**config.mk**
```make
export PLATFORM = sky130hd
export DESIGN_NAME = serial_subtractor_flat
export DESIGN_NICKNAME = d
export VERILOG_FILES = /design/src/rtl/serial_subtractor_if.sv /design/src/rtl/serial_subtractor.sv /design/src/flat_wrapper.sv
export SDC_FILE = /design/constraint.sdc
export NUM_CORES = 1
export LEC_CHECK = 0
export ABC_AREA = 1
export CORE_ASPECT_RATIO = 2
export CORE_MARGIN = 1.5
export CORE_UTILIZATION = 46
export DETAILED_ROUTE_END_ITERATION = 6
export PLACE_DENSITY = 0.81
export SETUP_SLACK_MARGIN = 0.05
export SYNTH_ARGS = -nofsm -noshare
export SYNTH_HDL_FRONTEND = slang
export SYNTH_SLANG_ARGS = --single-unit
```
**constraint.sdc**
```tcl
create_clock -name clk -period 1.2 [get_ports clk]
set_input_delay 0.24 -clock clk [delete_from_list [all_inputs] [get_ports clk]]
set_output_delay 0.24 -clock clk [all_outputs]
set_load 0.01 [all_outputs]
```
**src/rtl/serial_subtractor_if.sv**
```systemverilog
// Start/busy/done bundle for serial_subtractor: the requester drives start and
// operands, the subtractor returns status and the registered result.
interface serial_subtractor_if #(
  parameter int WIDTH = 8
);
  logic             start;
  logic [WIDTH-1:0] a;
  logic [WIDTH-1:0] b;
  logic             busy;
  logic             done;
  logic [WIDTH-1:0] diff;
  logic             borrow;
  logic             zero;

  modport master (output start, a, b, input busy, done, diff, borrow, zero);
  modport slave  (input start, a, b, output busy, done, diff, borrow, zero);
endinterface

```
**src/rtl/serial_subtractor.sv**
```systemverilog
// Multi-cycle unsigned subtractor: BITS_PER_CYCLE full-subtractor slices per
// clock, borrow carried between cycles, result registered on entry to DONE.
module serial_subtractor #(
  parameter int WIDTH          = 8,
  parameter int BITS_PER_CYCLE = 1
) (
  input  logic                clk,
  input  logic                rst,
  serial_subtractor_if.slave  bus,
  output logic [1:0]          dbg_state_o
);
  // Handshake: start is sampled on a rising edge in IDLE or DONE and accepted
  // there; it is ignored in RUN. busy is high in RUN, done pulses one cycle in
  // DONE, and diff/borrow/zero hold from that cycle until the next DONE.
  localparam int N  = WIDTH / BITS_PER_CYCLE;
  localparam int CW = (N > 1) ? $clog2(N) : 1;

  typedef enum logic [1:0] {
    S_IDLE = 2'd0,
    S_RUN  = 2'd1,
    S_DONE = 2'd2
  } state_e;

  state_e            state_q, state_d;
  logic [WIDTH-1:0]  a_q, a_d;
  logic [WIDTH-1:0]  b_q, b_d;
  logic [WIDTH-1:0]  res_q, res_d;
  logic              bin_q, bin_d;
  logic [CW-1:0]     cnt_q, cnt_d;
  logic [WIDTH-1:0]  diff_q, diff_d;
  logic              borrow_q, borrow_d;
  logic              zero_q, zero_d;

  logic [BITS_PER_CYCLE-1:0] slice_d;
  logic                      slice_bout;
  logic                      ripple;
  logic [WIDTH-1:0]          res_next;

  // Ripple the borrow through this cycle's slice group, LSB first.
  always_comb begin
    slice_d = '0;
    ripple  = bin_q;
    for (int i = 0; i < BITS_PER_CYCLE; i++) begin
      slice_d[i] = a_q[i] ^ b_q[i] ^ ripple;
      ripple     = (~a_q[i] & b_q[i]) | (~(a_q[i] ^ b_q[i]) & ripple);
    end
    slice_bout = ripple;
    res_next   = res_q >> BITS_PER_CYCLE;
    res_next[WIDTH-1 -: BITS_PER_CYCLE] = slice_d;
  end

  always_comb begin
    state_d  = state_q;
    a_d      = a_q;
    b_d      = b_q;
    res_d    = res_q;
    bin_d    = bin_q;
    cnt_d    = cnt_q;
    diff_d   = diff_q;
    borrow_d = borrow_q;
    zero_d   = zero_q;
    case (state_q)
      S_IDLE, S_DONE: begin
        if (bus.start) begin
          a_d     = bus.a;
          b_d     = bus.b;
          res_d   = '0;
          bin_d   = 1'b0;
          cnt_d   = '0;
          state_d = S_RUN;
        end else begin
          state_d = S_IDLE;
        end
      end
      S_RUN: begin
        a_d   = a_q >> BITS_PER_CYCLE;
        b_d   = b_q >> BITS_PER_CYCLE;
        res_d = res_next;
        bin_d = slice_bout;
        cnt_d = cnt_q + CW'(1);
        if (cnt_q == CW'(N - 1)) begin
          state_d  = S_DONE;
          diff_d   = res_next;
          borrow_d = slice_bout;
          zero_d   = (res_next == '0);
        end
      end
      default: state_d = S_IDLE;
    endcase
  end

  always_ff @(posedge clk or posedge rst) begin
    if (rst) begin
      state_q  <= S_IDLE;
      a_q      <= '0;
      b_q      <= '0;
      res_q    <= '0;
      bin_q    <= 1'b0;
      cnt_q    <= '0;
      diff_q   <= '0;
      borrow_q <= 1'b0;
      zero_q   <= 1'b0;
    end else begin
      state_q  <= state_d;
      a_q      <= a_d;
      b_q      <= b_d;
      res_q    <= res_d;
      bin_q    <= bin_d;
      cnt_q    <= cnt_d;
      diff_q   <= diff_d;
      borrow_q <= borrow_d;
      zero_q   <= zero_d;
    end
  end

  assign bus.busy    = (state_q == S_RUN);
  assign bus.done    = (state_q == S_DONE);
  assign bus.diff    = diff_q;
  assign bus.borrow  = borrow_q;
  assign bus.zero    = zero_q;
  assign dbg_state_o = state_q;
endmodule

```
**src/flat_wrapper.sv**
```systemverilog
// flat-port wrapper written by rule: the top's interface ports become plain ports
module serial_subtractor_flat 
#(
  parameter int WIDTH          = 8,
  parameter int BITS_PER_CYCLE = 1
)
  (clk, rst, dbg_state_o, bus_start, bus_a, bus_b, bus_busy, bus_done, bus_diff, bus_borrow, bus_zero);
  serial_subtractor_if #(.WIDTH(WIDTH)) bus_i ();
  input  logic clk;
  input  logic rst;
  output logic [1:0] dbg_state_o;
  input wire logic [$bits(bus_i.start)-1:0] bus_start;
  input wire logic [$bits(bus_i.a)-1:0] bus_a;
  input wire logic [$bits(bus_i.b)-1:0] bus_b;
  output wire logic [$bits(bus_i.busy)-1:0] bus_busy;
  output wire logic [$bits(bus_i.done)-1:0] bus_done;
  output wire logic [$bits(bus_i.diff)-1:0] bus_diff;
  output wire logic [$bits(bus_i.borrow)-1:0] bus_borrow;
  output wire logic [$bits(bus_i.zero)-1:0] bus_zero;
  assign bus_i.start = bus_start;
  assign bus_i.a = bus_a;
  assign bus_i.b = bus_b;
  assign bus_busy = bus_i.busy;
  assign bus_done = bus_i.done;
  assign bus_diff = bus_i.diff;
  assign bus_borrow = bus_i.borrow;
  assign bus_zero = bus_i.zero;
  serial_subtractor #(.WIDTH(WIDTH), .BITS_PER_CYCLE(BITS_PER_CYCLE)) u_core (.clk(clk), .rst(rst), .bus(bus_i), .dbg_state_o(dbg_state_o));
endmodule
```
==> results by group, run 1 <==
Clock tree
  – Cts bufs inserted: 5
  – Longest Clk Path Bufs: 2
  – Clock sink total: 39
  – CTS Root Buffer Type: clkbuf_8
  – CTS tree: yes
  – H-tree depth: 2
  – Hold-fix buffers, CTS: 0
  – Worst-path clk slew: 0.08 ns
  – Clock Latency Late Sink: 0.31 ns

STA
  – Post-route setup TNS: -3.79 ns
  – Final Setup Violations: 39
  – Min Tclk post-route: 1.41 ns
  – RSZ-0062 raised after global routing: true
  – F_max: 0.710 GHz
  – Tcrit/Tclk final: 117%
  – Final worst slack: -0.208 ns
  – Slew of the pin with the lowest slew margin: 0.252 ns
  – Hold Vio Cnt, Final: 0
  – Rel. slew slack: 83.2%
  – Worst Skew: 0.00625 ns
  – Count of pins over their slew limit: 0

Global routing
  – Largest net degree at the start of global routing: 40
  – First-pass GRT wire length: 7.10 mm
  – Vias in the first global route: 1,601
  – GRT overflow: 0
  – Total Routing Usage GR: 23.2%
  – Antenna violations before repair: 0

Outcome
  – Failing checks: negative setup slack
  – Status: complete, but fails checks

Pwr
  – Leakage power: 1.52 nW
  – Peak VDD IR: 2.43 mV
  – Power per Cell Area: 3060 mW/mm^2

Routing
  – ANT nets after route: 0
  – Drt first pass iters: 4
  – Routed WL per cell: 16.2 microns
  – Final wirelength: 5.43 mm
  – Total number of vias: 1,696
  – DRC violations left: 0
  – 1st-iter DRT viols: 34
  – DR vias/cell: 5.06

Worst setup path
  – CP Capture Point: u_core.res_q[7]
  – CP startpoint: u_core.bin_q
  – Crit. End Element: flip-flop
  – Crit path arrival time: 1.63 ns
  – Crit path kind: reg -> reg
  – Worst r2r dst: u_core.res_q[7]
  – Startpoint Class: flip-flop
  – Critical path required time: 1.42 ns
  – Worst R2R Setup Slack: -0.21 ns
  – Crit path max fanout: 2
  – FF-to-FF Start: u_core.bin_q
  – FF-to-FF path depth: 5

Layout
  – Area Overhead vs Synth: 61.2%
  – Most common cell after layout, fill and taps aside: nand2_1
  – Share of post-route cells with drive strength above 1: 40.8%
  – Commonest non-fill, non-tap cells in the layout: nand2_1, dfrtp_1, inv_1, clkdlybuf4s50_1, nand2_2
  – Ant. Diodes: 0
  – Layout Nets: 305

Floorplanning
  – FP Rows: 32
  – Die Footprint: 0.00439 sq mm
  – Starting Density: 47.6%
  – # IOs: 33
  – Die width: 47.6 microns
  – Area of the core: 0.00384 sq mm
  – Die outline height: 92.2 microns

Synth
  – Top cells by area, synth: dfrtp_1, nand2_1, inv_1
  – Synthesized cell area: 0.00183 sq mm
  – Ys Warns: 0
  – Synth area leader: dfrtp_1
  – Register area share after synthesis: 53.3%
  – FF+latch count, synth: 39
  – Yosys cell types: 20
  – Cells after synthesis: 218
  – Syn_nets: 240
  – Syn avg cell area: 8.40 sq um
  – Area share of the largest cell type after synthesis: 53.3%

Min path
  – Tightest Hold Check Type: in -> async

Placement
  – Placed wire-length estimate: 2.56 mm
  – Gpl congestion: 0.791
  – Port buffer count: 32
  – Dpl ws: -0.240 ns

Job
  – MaxCap Viol Count: 0
## through the flow
stage	power [mW]	utilization [%]	hold WS [ns]	cell area, sq um	cells
after floorplan	4.36	-	0.387	1830	218
after global placement	5.37	59.2	0.464	2270	306
after detailed placement	5.49	59.2	0.466	2270	306
after CTS	7.60	69.7	0.319	2680	326
after global routing	9.52	76.8	0.310	2950	335
final	9.02	76.8	0.279	2950	335
## timing repair
item | 4_1_cts | 5_1_grt
setup endpoints to repair | 53 | 53
cloned | 4 | 4
gates resized for setup | 77 | 71
pin swaps | 7 | 16
setup buffers | 8 | 8
## cells by family (layout without fill, tap and decap cells)
family	Yosys count	in the layout	synth area share, %
buffers and inverters	52	115	13.7
and+or+nand+nor	103	106	23.6
AOI/OAI and AO/OA	21	21	6.90
DFF	39	39	53.3
adders and majority gates	3	3	2.46
## flip-flops by register name, summed over array words and instances, names as in the netlist
name / flops
u_core.bus.zero: 1
u_core.b_q: 8
u_core.bus.diff: 8
u_core.bin_q: 1
u_core.res_q: 7
u_core.a_q: 8
u_core.dbg_state_o: 2
u_core.cnt_q: 3
u_core.bus.borrow: 1
## power by group
| part | internal (mW) | total (mW) | leakage [nW] | switching (mW) |
|---|---|---|---|---|
| Sequential | 1.93 | 2.40 | 0.485 | 0.465 |
| Combinational | 2.67 | 5.61 | 0.983 | 2.94 |
| Clock | 0.525 | 1.01 | 0.0515 | 0.486 |
## cells in the mapped netlist
master,n
nand2_1,76
inv_1,40
dfrtp_1,39
nand3_1,16
o22ai_1,8
nor2_1,7
buf_6,6
o21ai_1,6
nand2_4,3
o21ai_0,3
o21ai_2,3
buf_2,2
ha_1,2
a21oi_1,1
clkinv_2,1
fa_1,1
inv_2,1
inv_4,1
inv_6,1
nand2_2,1
## critical path, stage by stage (launching register included)
cell	delay, ns
dfrtp_1	0.37
inv_2	0.06
fa_1	0.57
buf_4	0.12
inv_2	0.03
o22ai_1	0.17
## how the worst min path moves through the flow
stage / start / cells past startpoint / end / slack, ns
6_report: rst / 3 / u_core.res_q[1] / 0.28
3_5_place_dp: u_core.bus.diff[5] / 2 / u_core.bus.diff[5] / 0.47
4_1_cts: rst / 3 / u_core.a_q[6] / 0.32
5_1_grt: rst / 3 / u_core.b_q[7] / 0.31
2_1_floorplan: bus_start / 2 / u_core.a_q[7] / 0.39
3_3_place_gp: u_core.a_q[4] / 2 / u_core.a_q[4] / 0.46
## routing by layer
layer  global-route usage (%)  part of all wire (%)
met5                        0                     0
met4                     12.4                   3.4
met3                     6.10                   3.0
met2                     39.4                    57
met1                     24.0                    36
## area by class of cell
type	instances	area (sq um)
Clock buffer	8	100
Fill cell	257	892
Inverter	44	198
Multi-Input combinational cell	130	925
Sequential cell	39	977
Tap cell	51	63.8
Timing Repair Buffer	62	677
Timing Repair inverter	1	11.3
(Power assumes the default switching activity.)
==> inputs of run 2 (changes only) <==
clock period = 1.29 ns   (was 1.2 ns; I/O delays follow)
==> results by group, run 2 (synthesis results as in run 1) <==
Outcome
  – Status: complete, but fails checks
  – Failing checks: negative setup slack

STA
  – Final Setup Violations: 9 (-77%)
  – F_max: 0.700 GHz (-1.5%)
  – Post-route setup TNS: -0.510 ns (+3.28 ns)
  – Rel. slew slack: 85.9% (+2.7 points)
  – Tcrit/Tclk final: 111% (-6.6 points)
  – Hold Vio Cnt, Final: 0 (unchanged)
  – Worst Skew: 0.00365 ns (-0.00260 ns)
  – Worst Hold Margin: 0.313 ns (+0.0339 ns)
  – Count of pins over their slew limit: 0 (unchanged)
  – Final worst slack: -0.139 ns (+0.0689 ns)
  – Slew of the pin with the lowest slew margin: 0.209 ns (-0.0429 ns)
  – RSZ-0062 raised after global routing: true
  – Min Tclk post-route: 1.43 ns (+0.0211 ns)

Floorplanning
  – Die outline height: 92.2 microns (unchanged)
  – # IOs: 33 (unchanged)
  – Die Footprint: 0.00439 sq mm (unchanged)
  – Area of the core: 0.00384 sq mm (unchanged)
  – Starting Density: 47.6% (unchanged)
  – Die width: 47.6 microns (unchanged)
  – FP Rows: 32 (unchanged)

Layout
  – Share of post-route cells with drive strength above 1: 28.0% (-13 points)
  – Layout Nets: 296 (-3.0%)
  – Area Overhead vs Synth: 47.6%
  – Most common cell after layout, fill and taps aside: nand2_1
  – Final core occ: 70.3% (-6.5 points)
  – Cell area after layout: 0.00270 sq mm (-8.5%)
  – Commonest non-fill, non-tap cells in the layout: nand2_1, dfrtp_1, inv_1, clkdlybuf4s50_1, nand3_2
  – Non-filler cells, final: 326 (-2.7%)
  – Ant. Diodes: 0 (unchanged)

Routing
  – 1st-iter DRT viols: 62 (+82%)
  – ANT nets after route: 0 (unchanged)
  – DRC violations left: 0 (unchanged)
  – Total number of vias: 1,603 (-5.5%)
  – DR vias/cell: 4.92 (-2.9%)
  – Final wirelength: 4.91 mm (-9.5%)
  – Routed WL per cell: 15.1 microns (-7.0%)
  – Drt first pass iters: 4 (unchanged)

Pwr
  – Tot Pwr: 7.31 mW (-19%)
  – Power per Cell Area: 2710 mW/mm^2 (-11%)
  – Leakage power: 1.41 nW (-6.9%)
  – Peak VDD IR: 1.61 mV (-34%)

Min path
  – Tightest Hold Check Type: in -> async

Worst setup path
  – Crit. End Element: flip-flop
  – Critical-path top delay cell: fa_1
  – Crit path max fanout: 2 (unchanged)
  – Largest stage delay, worst path: 0.50 ns (-0.07 ns)
  – Crit path arrival time: 1.67 ns (+0.04 ns)
  – Startpoint Class: flip-flop
  – Cell mode on critical path: nand2_1
  – Critical path required time: 1.53 ns (+0.11 ns)
  – Cells along the critical path: inv_2 > fa_1 > nor2_1 > nand2_1 > nor2_1 > nand2_1 > nand2_1
  – Crit path kind: reg -> reg

Global routing
  – Vias in the first global route: 1,474 (-7.9%)
  – Antenna violations before repair: 0 (unchanged)
  – First-pass GRT wire length: 6.58 mm (-7.4%)
  – Total Routing Usage GR: 21.3% (-1.9 points)
  – GRT overflow: 0 (unchanged)
  – Largest net degree at the start of global routing: 40 (unchanged)

Placement
  – Post-DP Area: 0.00224 sq mm (-1.5%)
  – Placed wire-length estimate: 2.58 mm (+0.84%)
  – Gpl congestion: 0.781 (-1.3%)
  – Dpl ws: -0.130 ns (+0.110 ns)
  – DP Cell Count: 305 (-0.33%)
  – Port buffer count: 32 (unchanged)

Clock tree
  – Clock Latency Late Sink: 0.29 ns (-0.02 ns)
  – Cts bufs inserted: 5 (unchanged)
  – Clock sink total: 39 (unchanged)
  – Worst-path clk slew: 0.07 ns (about the same)
  – Hold-fix buffers, CTS: 0 (unchanged)
  – CTS tree: yes
  – Longest Clk Path Bufs: 2 (unchanged)
  – CTS Root Buffer Type: clkbuf_8
  – H-tree depth: 2 (unchanged)

Job
  – MaxCap Viol Count: 0 (unchanged)
==> run 2: cell count changes in the layout (fill, tap and decap cells not counted), sizes merged <==
cell,before,now
clkbuf,18,8
buf,34,27
clkdlybuf4s15,0,5
dlygate4sd2,0,5
nand2,83,81
clkinv,1,2
inv,44,43
==> run 2: worst paths after layout <==
kind                                       from               endpoint  slack [ns]  depth (start not counted)
worst max-delay path              u_core.b_q[0]        u_core.bus.zero       -0.14                          7
worst min-delay path                        rst          u_core.a_q[7]        0.31                          3
worst max register to register    u_core.b_q[0]        u_core.bus.zero       -0.14                          7
worst min register to register  u_core.bus.zero        u_core.bus.zero        0.47                          2
max in group asynchronous                   rst  u_core.dbg_state_o[0]        0.77                          3
min in group clk                u_core.bus.zero        u_core.bus.zero        0.47                          2
==> run 2: repair_timing <==
action | in CTS | in global routing
resized for setup | 43 | 52
setup buffers | 5 | 6
cloned | 1 | 2
pin swaps | 3 | 25
setup endpoints to repair | 52 | 46
==> run 2: area by class of cell <==
type	instances	area, sq um
Sequential cell	39	977
Clock inverter	1	5.00
Multi-Input combinational cell	128	788
Tap cell	51	63.8
Inverter	44	181
Fill cell	315	1140
Timing Repair Buffer	56	609
Clock buffer	7	76.3
==> run 2: routing by layer <==
| layer | share of wire, % | GRT usage [%] |
|---|---|---|
| met5 | 0 | 0 |
| met4 | 3.8 | 9.46 |
| met3 | 2.5 | 5.51 |
| met2 | 57 | 34.9 |
| met1 | 36 | 24.6 |
==> run 2: critical path, delay by kind of cell (launching register included) <==
family | cells | cell delay, ns
fa+ha+maj | 1 | 0.50
simple gates | 5 | 0.43
flops | 1 | 0.38
buf+inv | 1 | 0.05
==> run 2: report_power, final <==
group / switching, mW / internal (mW) / total, mW
registers: 0.334 / 1.80 / 2.13
logic: 2.33 / 2.06 / 4.38
clock network: 0.421 / 0.379 / 0.801
total: 3.08 / 4.23 / 7.31
==> inputs of run 3 (changes only) <==
CORE_UTILIZATION = 56   (was 46)
DONT_BUFFER_PORTS = 1   (was not set)
==> results by group, run 3 (synthesis results as in run 1) <==
Job
  – MaxCap Viol Count: 0 (unchanged)

Global routing
  – GRT overflow: 0 (unchanged)
  – Met1 global-route usage: 22.8% (-1.8 points)
  – First-pass GRT wire length: 5.90 mm (-10%)
  – Largest net degree at the start of global routing: 40 (unchanged)
  – Total Routing Usage GR: 21.4% (+0.13 points)
  – Met2 usage in global routing: 37.4% (+2.5 points)
  – Grt peak-use layer: met2
  – GR Util met3: 4.33% (-1.2 points)
  – Antenna violations before repair: 0 (unchanged)
  – Vias in the first global route: 1,431 (-2.9%)

Placement
  – DP Cell Count: 251 (-18%)
  – Dpl ws: -0.0401 ns (+0.0903 ns)
  – Port buffer count: 0 (-100%)
  – Placed wire-length estimate: 2.34 mm (-9.2%)
  – Gpl congestion: 0.774 (-0.88%)

Worst setup path
  – Crit path arrival time: 1.57 ns (-0.10 ns)
  – Worst r2r dst: u_core.bus.zero
  – FF-to-FF path depth: 7 (unchanged)
  – Crit path max fanout: 2 (unchanged)
  – FF-to-FF Start: u_core.bin_q
  – Startpoint Class: flip-flop
  – Crit path kind: reg -> reg
  – Critical path required time: 1.53 ns (about the same)
  – Worst R2R Setup Slack: -0.04 ns (+0.10 ns)
  – Crit. End Element: flip-flop

Layout
  – Non-filler cells, final: 279 (-14%)
  – Share of post-route cells with drive strength above 1: 21.4% (-6.6 points)
  – Multi-input gate area in the final layout: 648 sq um (-18%)
  – Area Overhead vs Synth: 23.0%
  – Commonest non-fill, non-tap cells in the layout: nand2_1, dfrtp_1, inv_1, buf_4, nand3_1
  – Ant. Diodes: 0 (unchanged)
  – Fillers: 230 (-27%)
  – Layout Nets: 269 (-9.1%)
  – Most common cell after layout, fill and taps aside: nand2_1
  – Register area: 976 sq um (-0.13%)

Clock tree
  – Cts bufs inserted: 5 (unchanged)
  – H-tree depth: 2 (unchanged)
  – CTS tree: yes
  – Longest Clk Path Bufs: 2 (unchanged)
  – Clock sink total: 39 (unchanged)
  – Clock Latency Late Sink: 0.29 ns (about the same)
  – CTS Root Buffer Type: clkbuf_8
  – Worst-path clk slew: 0.08 ns (about the same)

Routing
  – Drt first pass iters: 5 (+1)
  – Total number of vias: 1,479 (-7.7%)
  – DR vias/cell: 5.30 (+7.8%)
  – Final wirelength: 3.99 mm (-19%)
  – 1st-iter DRT viols: 49 (-21%)
  – DRC violations left: 0 (unchanged)
  – Routed WL per cell: 14.3 microns (-5.1%)
  – ANT nets after route: 0 (unchanged)

Pwr
  – Power per Cell Area: 2790 mW/mm^2 (+2.9%)
  – Peak VDD IR: 1.67 mV (+4.2%)
  – Leakage power: 1.24 nW (-12%)

STA
  – Min Tclk post-route: 1.33 ns (-0.0987 ns)
  – F_max: 0.752 GHz (+7.4%)
  – Slew of the pin with the lowest slew margin: 0.492 ns (+0.283 ns)
  – RSZ-0062 raised after global routing: true
  – Count of pins over their slew limit: 0 (unchanged)
  – Rel. slew slack: 67.2% (-19 points)
  – Tcrit/Tclk final: 103% (-7.6 points)
  – Final worst slack: -0.0403 ns (+0.0987 ns)
  – Hold Vio Cnt, Final: 0 (unchanged)
  – Worst Skew: 0.00628 ns (+0.00263 ns)
  – Worst Hold Margin: 0.149 ns (-0.163 ns)
  – Final Setup Violations: 2 (-7)

Floorplanning
  – Die outline height: 83.9 microns (-9.1%)
  – Starting Density: 58.0% (+10 points)
  – Die width: 43.4 microns (-8.8%)
  – FP Rows: 29 (-9.4%)
  – # IOs: 33 (unchanged)
  – Die Footprint: 0.00364 sq mm (-17%)
  – Area of the core: 0.00316 sq mm (-18%)

Min path
  – Hold path start: bus_start
  – Tightest Hold Check Type: in -> reg
  – Hold depth: 2
  – Hold endpoint: u_core.dbg_state_o[0]

Outcome
  – Status: complete, but fails checks
  – Failing checks: negative setup slack
[run 3: layout make-up]
class                   instances  share of cell area, %
flip-flops and latches         39                   43.3
well taps                      31                   1.72
inverters                      44                   7.83
multi-input cells             127                   28.8
repair buffers                 30                   14.6
clock buffers                   5                   3.06
clock inverters                 3                  0.667
[run 3: metrics by stage]
| stage | cell area (sq um) | power (mW) | utilization, % | TNS, ns |
|---|---|---|---|---|
| 6_report | 2250 | 6.28 | 71.3 | -0.0424 |
| 5_1_grt | 2250 | 6.74 | 71.3 | -0.121 |
| 4_1_cts | 2060 | 5.65 | 65.4 | -0.0370 |
| 3_5_place_dp | 1890 | 4.58 | 59.9 | -0.0401 |
| 3_3_place_gp | 1890 | 4.47 | 59.9 | 0 |
| 2_1_floorplan | 1830 | 4.05 | - | 0 |
[run 3: worst max-delay path, cell delays in order, from the launching register on]
cell and delay, ns:
dfrtp_1 0.36, inv_2 0.05, fa_1 0.48, nor2_1 0.10, nand2_1 0.06, nor2_1 0.09
nand2_1 0.07, nand2_1 0.06
[run 3: where the power goes]
part / internal, mW / switching, mW / total, mW
logic: 1.52 / 1.75 / 3.28
registers: 1.79 / 0.411 / 2.21
clock network: 0.370 / 0.424 / 0.794
total: 3.69 / 2.59 / 6.28
[run 3: worst max path at each step]
stage	from	to	slack, ns	cells after the start
after detailed placement	u_core.b_q[0]	u_core.bus.zero	-0.04	7
after global routing	u_core.bin_q	u_core.bus.zero	-0.08	7
after CTS	u_core.b_q[0]	u_core.bus.zero	-0.02	7
after floorplan	u_core.b_q[0]	u_core.bus.zero	0.06	7
after global placement	u_core.b_q[0]	u_core.bus.zero	0.01	7
final	u_core.bin_q	u_core.bus.zero	-0.04	7
[run 3: metal layers]
layer  part of all wire, %  up-vias
li1                      -      710
met1                    37      699
met2                    56       51
met3                   3.4       19
met4                   4.0        0
met5                     0        -
[run 3: what timing repair did]
item,in CTS,in global routing
resized for setup,10,15
endpoints found under the setup margin,13,36
pin swaps,4,6
hold buffers,1,0
hold endpoints to repair,39,0
setup buffers,6,11
gates cloned,0,2
